==> src/rtl/bit_count_engine.sv <==
// Ones/zeros counter with its own start/done controller; consumes STEP bits of
// the working register per cycle and stops as soon as no set bits remain.
module bit_count_engine #(
  parameter  int WIDTH = 8,
  parameter  int STEP  = 1,
  localparam int CNT_W = $clog2(WIDTH + 1)
) (
  input  logic             clk,
  input  logic             reset_n,
  input  logic             start,
  input  logic             mode,
  input  logic [WIDTH-1:0] A,
  output logic             ready,
  output logic             done,
  output logic [CNT_W-1:0] result
);

  typedef enum logic [1:0] {IDLE, RUN, DONE} state_t;

  state_t           state_reg, state_next;
  logic [WIDTH-1:0] w_reg, w_next;
  logic [CNT_W-1:0] c_reg, c_next;
  logic [CNT_W-1:0] slice_pop;

  always_comb begin
    slice_pop = '0;
    for (int i = 0; i < STEP; i++) begin
      slice_pop = slice_pop + CNT_W'(w_reg[i]);
    end
  end

  always_comb begin
    state_next = state_reg;
    w_next     = w_reg;
    c_next     = c_reg;
    case (state_reg)
      IDLE: begin
        if (start) begin
          // Zeros mode inverts at load so the run loop is mode-agnostic.
          w_next     = mode ? ~A : A;
          c_next     = '0;
          state_next = RUN;
        end
      end
      RUN: begin
        if (w_reg == '0) begin
          state_next = DONE;
        end else begin
          c_next = c_reg + slice_pop;
          w_next = w_reg >> STEP;
        end
      end
      DONE: begin
        if (!start) state_next = IDLE;
      end
      default: state_next = IDLE;
    endcase
  end

  always_ff @(posedge clk or negedge reset_n) begin
    if (!reset_n) begin
      state_reg <= IDLE;
      w_reg     <= '0;
      c_reg     <= '0;
    end else begin
      state_reg <= state_next;
      w_reg     <= w_next;
      c_reg     <= c_next;
    end
  end

  assign ready  = (state_reg == IDLE);
  assign done   = (state_reg == DONE);
  assign result = c_reg;

endmodule

==> config.mk <==
export PLATFORM = sky130hd
export DESIGN_NAME = bit_count_engine
export DESIGN_NICKNAME = d
export VERILOG_FILES = /design/src/rtl/bit_count_engine.sv
export SDC_FILE = /design/constraint.sdc
export NUM_CORES = 1
export LEC_CHECK = 0
export BUFFER_PORTS_ARGS = -buffer_cell sky130_fd_sc_hd__buf_4
export CAP_MARGIN = 25
export CORE_MARGIN = 2
export CORE_UTILIZATION = 50
export DETAILED_ROUTE_END_ITERATION = 8
export PLACE_DENSITY = 0.81
export SYNTH_ARGS = -nofsm -noshare
export SYNTH_HDL_FRONTEND = slang
export SYNTH_SLANG_ARGS = --single-unit
==> constraint.sdc <==
create_clock -name clk -period 2 [get_ports clk]
set_input_delay 0.2 -clock clk [delete_from_list [all_inputs] [get_ports clk]]
set_output_delay 0.2 -clock clk [all_outputs]
set_load 0.02 [all_outputs]
# After elaboration in Yosys (flattened, before gate mapping)

Cells that the tools add are included.

Flip-flop bits (word level): 14
Bits of input ports: 12
Output and inout bits: 6
Word-level logic and storage cells: 27

Add/subtract/negate cells: 1
Equal/unequal tests: 6
Multiplexer cells: 11
Bitwise operators: 1
Reductions and logical operators: 5

Operators with widths:

| cell                                                                   | count |
|---|---|
| 8-bit 2-to-1 mux                                                       | 3 |
| 8-bit one-hot mux with 2 select lines                                  | 1 |
| 8-bit logical NOT                                                      | 1 |
| 4-bit 2-to-1 mux                                                       | 2 |
| 2-bit != test (second input constant)                                  | 4 |
| 8-bit inverter                                                         | 1 |
| 4-bit one-hot mux with 2 select lines                                  | 1 |
| 2-bit 2-to-1 mux                                                       | 3 |
| 2-bit one-hot mux with 3 select lines                                  | 1 |
| 3-bit AND reduction                                                    | 2 |
| 4-bit by 1-bit adder with 4-bit output                                 | 1 |
| 2-bit by 1-bit equality test with 1-bit output (second input constant) | 1 |
| 2-bit equality test (second input constant)                            | 1 |
| 2-bit logical NOT                                                      | 1 |
| 2-bit nonzero test                                                     | 1 |

# Logic depth before layout (Yosys ltp)

Gate-level depths: netlist of run 1.

Depth in word-level cells: 4
Depth in mapped cells: 5
Gate-level depth less buffers: 5

# Least setup slack after synthesis of run 1

No wires, ideal clock.

Path kind: register -> register
Start point: register c_reg[0], in the netlist result[0]
End point: register c_reg[2], in the netlist result[2]
Library setup time: 0.121 ns
Arrival: 1.220 ns
Required time: 1.879 ns
Slack: 0.659 ns
Stages on the path, launching flop included: 5
Buffers on the path: 0
Period minus slack after synthesis: 1.341 ns
Cells stage by stage: dfrtp_1 ha_1 ha_1 nor2b_1 a22o_1

Longest elaborated chain between the ends: 3

RTL lines:

| element                                | RTL line | RTL |
|---|---|---|
| start: declaration                     | 22       | `logic [CNT_W-1:0] c_reg, c_next;` |
| start signal: assignment               | 68       | `c_reg <= c_next;` |
| 4-bit by 1-bit adder with 4-bit output | 49       | `c_next = c_reg + slice_pop;` |
| 4-bit 2-to-1 mux                       | 46       | `if (w_reg == '0) begin` |
| 4-bit one-hot mux with 2 select lines  | 36       | `case (state_reg)` |

Every way passes these cells. The select of a mux whose other input is x is not followed.
A chain may end at the register's enable or synchronous reset.

# Worst setup path after layout of run 1

Start point: register state_reg[1]
End point: register c_reg[2], in the netlist result[2]

Longest elaborated chain between the ends: 3
Elaborated cells between the ends (all ways): 7
Those cells by class: eq/ne: 3; mux: 1; reduce/logical: 3

RTL lines:

| element                                                                             | RTL line | RTL |
|---|---|---|
| start: declaration                                                                  | 20       | `state_t state_reg, state_next;` |
| start signal: assignment                                                            | 66       | `state_reg <= state_next;` |
| 2-bit by 1-bit equality test with 1-bit output or 2-bit logical NOT (tied branches) | 36       |  |
| 2-bit != test (no source line) or 2-bit nonzero test (tied branches)                | n/a      |  |
| 3-bit AND reduction (no source line)                                                | n/a      |  |

Parallel ways exist; a longest one is shown, timed or not.

==> metrics.txt, run 1 <==
# TYPE chip_impl_metric gauge
chip_impl_info{name="rsz0062_at_grt",value="no"} 1
chip_impl_metric{name="clock_insertion_delay_worst_skew",unit="ps"} 270
chip_impl_metric{name="report.final.setup_viol",unit=""} 0
chip_impl_metric{name="final-hold-violation-count",unit=""} 0
chip_impl_metric{name="final_cell_area",unit="um2"} 997
chip_impl_metric{name="fin_nets",unit=""} 119
chip_impl_metric{name="largest_register_ffs",unit=""} 8
chip_impl_info{name="synth_top_cells_by_area",value="sky130_fd_sc_hd__dfrtp_1 (43%), sky130_fd_sc_hd__xnor2_1 (8.6%), sky130_fd_sc_hd__nand2_1 (8.3%)"} 1
chip_impl_metric{name="max-cap-violations",unit=""} 0
chip_impl_metric{name="post-synth-top-area-fraction",unit="%"} 42.9
chip_impl_metric{name="fp.dieArea",unit="um2"} 1970
chip_impl_metric{name="timing_worst_slew_pin_value",unit="ps"} 293
chip_impl_metric{name="synth-seq-cells",unit=""} 14
chip_impl_info{name="synth_most_common_cell",value="sky130_fd_sc_hd__nand2_1"} 1
chip_impl_metric{name="place_hpwl",unit="um"} 1110
chip_impl_metric{name="final_layout_size_suffix_gt1_share",unit="%"} 28.8
chip_impl_metric{name="first_drt_iteration_drcs",unit=""} 5
chip_impl_metric{name="route.antenna.remaining_nets",unit=""} 0
chip_impl_info{name="crit_path_start_kind",value="register"} 1
chip_impl_info{name="root_buffer",value="sky130_fd_sc_hd__clkbuf_4"} 1
chip_impl_metric{name="die_x",unit="um"} 44.4
chip_impl_metric{name="net_count_synth",unit=""} 99
chip_impl_metric{name="drt-total-wl",unit="um"} 1490
chip_impl_metric{name="syn_inst",unit=""} 85
chip_impl_metric{name="drc",unit=""} 0
chip_impl_metric{name="slew_violations",unit=""} 0
chip_impl_metric{name="place.gp.congestion",unit=""} 0.785
chip_impl_metric{name="placed_area",unit="um2"} 951
chip_impl_metric{name="timing.critical_path.required",unit="ps"} 2170
chip_impl_info{name="holdCritPathClass",value="in -> reg"} 1
chip_impl_metric{name="routed_via_density",unit=""} 5.28
chip_impl_metric{name="antenna_found_initial",unit=""} 0
chip_impl_metric{name="vias",unit=""} 633
chip_impl_metric{name="cts-buffers-inserted",unit=""} 3
chip_impl_metric{name="synth_edf_count",unit=""} 0
chip_impl_metric{name="fin_skew",unit="ps"} 2.29
chip_impl_info{name="cts_tree",value="built"} 1
chip_impl_metric{name="yosysWarningCount",unit=""} 0
chip_impl_info{name="endpoint_kind",value="register"} 1
chip_impl_metric{name="cts_max_level",unit=""} 1
chip_impl_metric{name="gr-total-overflow",unit=""} 0
chip_impl_metric{name="critical_path_peak_fanout",unit=""} 9
chip_impl_metric{name="period_utilization",unit="%"} 66.0
chip_impl_metric{name="clockBufferDepth",unit=""} 2
chip_impl_metric{name="floorplan.io_pins",unit=""} 18
chip_impl_metric{name="port_buffers",unit=""} 17
chip_impl_metric{name="first_pass_grt_wire_length",unit="um"} 2530
chip_impl_metric{name="area_growth_syn_to_layout",unit="%"} 22.2
chip_impl_metric{name="floorplan.die.height",unit="um"} 44.4
chip_impl_metric{name="rows",unit=""} 14
chip_impl_metric{name="cts_sinks",unit=""} 14
chip_impl_metric{name="static-leakage-power",unit="uW"} 0.000449
chip_impl_metric{name="post-cts-setup-buffer-count",unit=""} 0
chip_impl_metric{name="initial_core_util",unit="%"} 53.5
chip_impl_metric{name="core_region_area",unit="um2"} 1520
chip_impl_metric{name="first_global_vias",unit=""} 589
chip_impl_metric{name="clk_pin_slew_worst_paths",unit="ps"} 90
chip_impl_info{name="synth_top_cell_by_area",value="sky130_fd_sc_hd__dfrtp_1"} 1
chip_impl_metric{name="synth-seq-area-share",unit="%"} 42.9
chip_impl_info{name="dominantRegCellSynth",value="sky130_fd_sc_hd__dfrtp_1"} 1
chip_impl_metric{name="postLayoutCoreUtil",unit="%"} 65.4
chip_impl_metric{name="clock.fmax",unit="MHz"} 758
chip_impl_metric{name="postSynthAreaPerCell",unit="um2"} 9.60
chip_impl_metric{name="hold_slack",unit="ps"} 169
chip_impl_metric{name="final_period_minus_worst_setup_slack",unit="ps"} 1320
chip_impl_metric{name="finalSetupTns",unit="ps"} 0
chip_impl_metric{name="timing.max_slew.rel_slack",unit="%"} 80.3
chip_impl_metric{name="grt_max_degree",unit=""} 22
chip_impl_metric{name="antenna_cells_inserted",unit=""} 0
chip_impl_metric{name="grtUsageTotal",unit="%"} 17.5
chip_impl_metric{name="synth-async-reset-ratio",unit="%"} 100
chip_impl_metric{name="irDropWorstVdd",unit="uV"} 1020
chip_impl_metric{name="critPathArrivalTime",unit="ps"} 1490
chip_impl_metric{name="detail_route.wl_per_cell",unit="um"} 12.4
chip_impl_info{name="run_status",value="finished, final reports clean"} 1
chip_impl_metric{name="power_density",unit="nW/um2"} 1480
chip_impl_info{name="crit_path_category",value="reg -> reg"} 1
chip_impl_metric{name="synth_cell_type_count",unit=""} 21
chip_impl_metric{name="tritonroute_pass_1_iters",unit=""} 4
chip_impl_info{name="synth_top_cells_by_count",value="sky130_fd_sc_hd__nand2_1 (18), sky130_fd_sc_hd__dfrtp_1 (14), sky130_fd_sc_hd__o21ai_1 (9)"} 1
chip_impl_metric{name="mappedNetlistArea",unit="um2"} 816
[path summary, 6_finish.rpt]
check	startpoint	end	slack, ps	cells past startpoint
setup / recovery	state_reg[1]	result[2]	680	4
min in group asynchronous	reset_n	result[0]	300	2
hold / removal	start	state_reg[1]	170	3
setup reg to reg	state_reg[1]	result[2]	680	4
max in group asynchronous	reset_n	w_reg[4]	1530	2
hold reg to reg	result[3]	result[3]	540	1
[metal layers]
metal | global-route usage [%] | up-vias | routed length, um
met4 | 5.45 | 0 | 17
met2 | 27.9 | 6 | 732
met1 | 24.1 | 302 | 702
met5 | 0 | - | 0
li1 | - | 323 | -
met3 | 3.67 | 2 | 40
[logic make-up after synthesis]
family	after synthesis	share of synthesized area, %
AO/OA/AOI/OAI	22	18.1
XOR/XNOR	8	8.59
adder cells (fa/ha/maj)	2	3.07
buffers and inverters	5	3.37
flip-flops	14	42.9
AND/OR/NAND/NOR	34	23.9
[where the power goes]
part | switching [uW] | internal (uW)
Clock | 89.4 | 110
Sequential | 142 | 399
Combinational | 409 | 325
Total | 640 | 835
[area by class of cell]
class | instances | area, um2
Timing Repair Buffer | 20 | 153
Sequential cell | 14 | 350
Tap cell | 16 | 20.0
Fill cell | 130 | 527
Clock buffer | 4 | 36.3
Multi-Input combinational cell | 66 | 438
[placed cells by master, fill, tap and decap left out, types with 2 or more instances in the layout]
master / synthesis / layout
sky130_fd_sc_hd__buf_4: 1 / 19
sky130_fd_sc_hd__nand2_1: 18 / 18
sky130_fd_sc_hd__dfrtp_1: 14 / 14
sky130_fd_sc_hd__o21ai_1: 9 / 9
sky130_fd_sc_hd__xnor2_1: 8 / 8
sky130_fd_sc_hd__o21ai_0: 7 / 7
sky130_fd_sc_hd__nor2_1: 3 / 3
sky130_fd_sc_hd__nor2b_1: 3 / 3
sky130_fd_sc_hd__nand2b_1: 3 / 3
sky130_fd_sc_hd__clkbuf_4: 0 / 3
sky130_fd_sc_hd__nor4_4: 2 / 2
sky130_fd_sc_hd__a22o_1: 2 / 2
sky130_fd_sc_hd__nand3_1: 2 / 2
sky130_fd_sc_hd__ha_1: 2 / 2
[critical path, stage by stage (launching register included)]
cell	delay, ps
sky130_fd_sc_hd__dfrtp_1	440
sky130_fd_sc_hd__nand2b_1	230
sky130_fd_sc_hd__a21oi_4	270
sky130_fd_sc_hd__o22ai_2	100
sky130_fd_sc_hd__a22o_1	180
[repair_timing]
| item | in CTS | in global routing |
|---|---|---|
| endpoints found under the hold margin | 14 | 0 |
| hold buffers | 1 | 0 |
| gates resized for setup | 0 | 0 |
[metrics by stage]
step / worst slack (ps) / instances / power, uW
after floorplan: 659 / 85 / 1090
after global placement: 731 / 115 / 1250
after detailed placement: 712 / 115 / 1280
after CTS: 696 / 120 / 1480
after global routing: 603 / 120 / 1600
final: 680 / 120 / 1480
(Power assumes the default switching activity.)
==> inputs of run 2 (changes only) <==
- CORE_UTILIZATION: 50 -> 46
- PLACE_DENSITY: 0.81 -> 0.79
- clock period: 2 -> 1.1 ns (I/O delays scaled with it)
==> run 2 against run 1 <==
Against the previous run: the run now ends with setup timing left; via count grew 28%; utilization is 15 points higher; critical path depth increased by 1; critical endpoint unchanged; highest routed layer is now met3.
==> metrics.txt, run 2 (synthesis gave the netlist of run 1 again) <==
# TYPE chip_impl_metric gauge
chip_impl_metric{name="route.antenna.remaining_nets",unit=""} 0
chip_impl_metric{name="max-cap-violations",unit=""} 0
chip_impl_metric{name="die_x",unit="um"} 46.1
chip_impl_metric{name="cp_slowest_stage_delay",unit="ps"} 460
chip_impl_metric{name="vias",unit=""} 808
chip_impl_metric{name="clk_pin_slew_worst_paths",unit="ps"} 100
chip_impl_metric{name="final-hold-violation-count",unit=""} 0
chip_impl_metric{name="clockBufferDepth",unit=""} 2
chip_impl_info{name="cts_tree",value="built"} 1
chip_impl_metric{name="final_period_minus_worst_setup_slack",unit="ps"} 1360
chip_impl_info{name="failed_checks",value="setup timing"} 1
chip_impl_metric{name="tritonroute_pass_1_iters",unit=""} 4
chip_impl_metric{name="num-fill-cells",unit=""} 106
chip_impl_metric{name="cts_sinks",unit=""} 14
chip_impl_metric{name="worst_r2r_path_cells",unit=""} 5
chip_impl_metric{name="share_seq_of_total_power",unit="%"} 25.5
chip_impl_metric{name="layoutNonFillerInstCount",unit=""} 143
chip_impl_info{name="run_status",value="complete, but fails checks"} 1
chip_impl_metric{name="floorplan.io_pins",unit=""} 18
chip_impl_metric{name="irDropWorstVdd",unit="uV"} 1720
chip_impl_metric{name="detail_route.wl_per_cell",unit="um"} 16.7
chip_impl_metric{name="report.final.setup_viol",unit=""} 16
chip_impl_metric{name="port_buffers",unit=""} 17
chip_impl_metric{name="static-leakage-power",unit="uW"} 0.000607
chip_impl_metric{name="critical_path_peak_fanout",unit=""} 6
chip_impl_metric{name="first_drt_iteration_drcs",unit=""} 18
chip_impl_metric{name="grt_max_degree",unit=""} 22
chip_impl_info{name="root_buffer",value="sky130_fd_sc_hd__clkbuf_4"} 1
chip_impl_metric{name="core_region_area",unit="um2"} 1690
chip_impl_metric{name="area_growth_syn_to_layout",unit="%"} 66.9
chip_impl_info{name="rsz0062_at_grt",value="yes"} 1
chip_impl_metric{name="seqCellArea",unit="um2"} 355
chip_impl_metric{name="fin_nets",unit=""} 141
chip_impl_metric{name="routed_via_density",unit=""} 5.65
chip_impl_metric{name="power_density",unit="nW/um2"} 2950
chip_impl_metric{name="fin_skew",unit="ps"} 8.06
chip_impl_metric{name="final_layout_size_suffix_gt1_share",unit="%"} 55.6
chip_impl_metric{name="layout_setup_ws",unit="ps"} -260
chip_impl_metric{name="drc",unit=""} 0
chip_impl_metric{name="clock.fmax",unit="MHz"} 735
chip_impl_metric{name="power.switching",unit="uW"} 1680
chip_impl_info{name="most_frequent_cells_in_the_layout",value="sky130_fd_sc_hd__buf_4 (29), sky130_fd_sc_hd__nand2_1 (14), sky130_fd_sc_hd__o21ai_1 (13), sky130_fd_sc_hd__dfrtp_1 (10), sky130_fd_sc_hd__xnor2_1 (8)"} 1
chip_impl_metric{name="floorplan.die.height",unit="um"} 46.1
chip_impl_metric{name="cts-buffers-inserted",unit=""} 3
chip_impl_metric{name="power.switching_fraction",unit="%"} 41.9
chip_impl_metric{name="slew_violations",unit=""} 0
chip_impl_metric{name="fp.dieArea",unit="um2"} 2130
chip_impl_metric{name="timing.max_slew.rel_slack",unit="%"} 78.8
chip_impl_metric{name="grtUsageTotal",unit="%"} 20.2
chip_impl_metric{name="first_global_vias",unit=""} 745
chip_impl_metric{name="gr-total-overflow",unit=""} 0
chip_impl_metric{name="dpl_worst_slack",unit="ps"} -197
chip_impl_info{name="crit_path_start_kind",value="register"} 1
chip_impl_metric{name="comb_power_share",unit="%"} 65.0
chip_impl_metric{name="clkPwrFrac",unit="%"} 9.5
chip_impl_info{name="endpoint_kind",value="register"} 1
chip_impl_metric{name="largest_register_ffs",unit=""} 8
chip_impl_metric{name="clock_insertion_delay_worst_skew",unit="ps"} 280
chip_impl_info{name="crit_path_category",value="reg -> reg"} 1
chip_impl_metric{name="place.gp.congestion",unit=""} 0.778
chip_impl_info{name="cpMaxStageDelayCell",value="sky130_fd_sc_hd__dfrtp_2"} 1
chip_impl_metric{name="timing.critical_path.required",unit="ps"} 1280
chip_impl_metric{name="antenna_found_initial",unit=""} 0
chip_impl_info{name="cp_top_family",value="flip-flops"} 1
chip_impl_metric{name="drt-total-wl",unit="um"} 2390
chip_impl_metric{name="antenna_cells_inserted",unit=""} 0
chip_impl_metric{name="first_pass_grt_wire_length",unit="um"} 3010
chip_impl_metric{name="cp.buffers_inverters",unit=""} 2
chip_impl_metric{name="multiInputGateArea",unit="um2"} 552
chip_impl_metric{name="timing_worst_slew_pin_value",unit="ps"} 315
chip_impl_info{name="layout.cells.most_common",value="sky130_fd_sc_hd__buf_4"} 1
chip_impl_metric{name="critPathArrivalTime",unit="ps"} 1540
chip_impl_metric{name="rows",unit=""} 15
chip_impl_info{name="timing.critical_path.cells",value="nor3b_4 > buf_4 > buf_12 > o22ai_2 > a22o_1"} 1
chip_impl_metric{name="period_utilization",unit="%"} 124
chip_impl_metric{name="cts_max_level",unit=""} 1
chip_impl_metric{name="power.internal",unit="uW"} 2340
chip_impl_metric{name="place_hpwl",unit="um"} 1330
chip_impl_metric{name="initial_core_util",unit="%"} 48.3
chip_impl_info{name="holdCritPathClass",value="in -> reg"} 1
chip_impl_metric{name="placed_cells",unit=""} 128
chip_impl_metric{name="critical_path_depth",unit=""} 5
chip_impl_metric{name="hold-path-cell-count",unit=""} 3
## run 2: what timing repair did
action                     CTS  global route
hold buffers                 1             0
pin swaps                   10             9
setup endpoints to repair   16            17
hold endpoints to repair    14             0
gates resized for setup      5            32
setup buffers                3             4
gates cloned                 1             2
## run 2: power by group through the flow
stage	Combinational (uW)	Sequential [uW]	Clock, uW
2_1_floorplan	1030	1020	0
3_5_place_dp	1830	979	0
5_1_grt	2760	1040	418
4_1_cts	2070	975	375
3_3_place_gp	1770	964	0
6_report	2610	1030	381
## run 2: metal layers
metal | wire [um] | part of all wire, % | vias up | global-route usage, %
met2 | 1350 | 56 | 28 | 38.3
met1 | 942 | 39 | 406 | 21.1
met3 | 105 | 4.4 | 0 | 5.49
li1 | - | - | 374 | -
met5 | 0 | 0 | - | 0
met4 | 0 | 0 | 0 | 6.29
## run 2: path summary, 6_finish.rpt
path                           endpoint          from  slack (ps)
max                           result[2]  state_reg[1]        -260
min                        state_reg[1]         start          80
max reg2reg                   result[2]  state_reg[1]        -260
min reg2reg                   result[3]     result[3]         560
max in group asynchronous     result[0]       reset_n         690
min in group asynchronous     result[2]       reset_n         210
## run 2: worst reg2reg max path: stages (launching register included)
cell and delay (ps):
sky130_fd_sc_hd__dfrtp_2 460, sky130_fd_sc_hd__nor3b_4 260, sky130_fd_sc_hd__buf_4 170, sky130_fd_sc_hd__buf_12 120, sky130_fd_sc_hd__o22ai_2 80, sky130_fd_sc_hd__a22o_1 180
## run 2: final cells by class
class | count | area share [%]
multi-input cells | 67 | 40.5
clock buffers | 4 | 2.67
repair buffers | 41 | 29.1
flip-flops and latches | 14 | 26.1
well taps | 17 | 1.56
## run 2: stage by stage
step	hold slack [ps]	total power, uW	setup TNS (ps)	util [%]	instance area, um2
5_1_grt	93.6	4230	-3870	80.6	1360
3_3_place_gp	-32.6	2730	-795	64.7	1090
4_1_cts	84.5	3420	-1970	70.2	1190
3_5_place_dp	-30.5	2810	-1300	64.7	1090
2_1_floorplan	-186	2050	-383	-	847
6_report	81.2	4020	-3120	80.6	1360
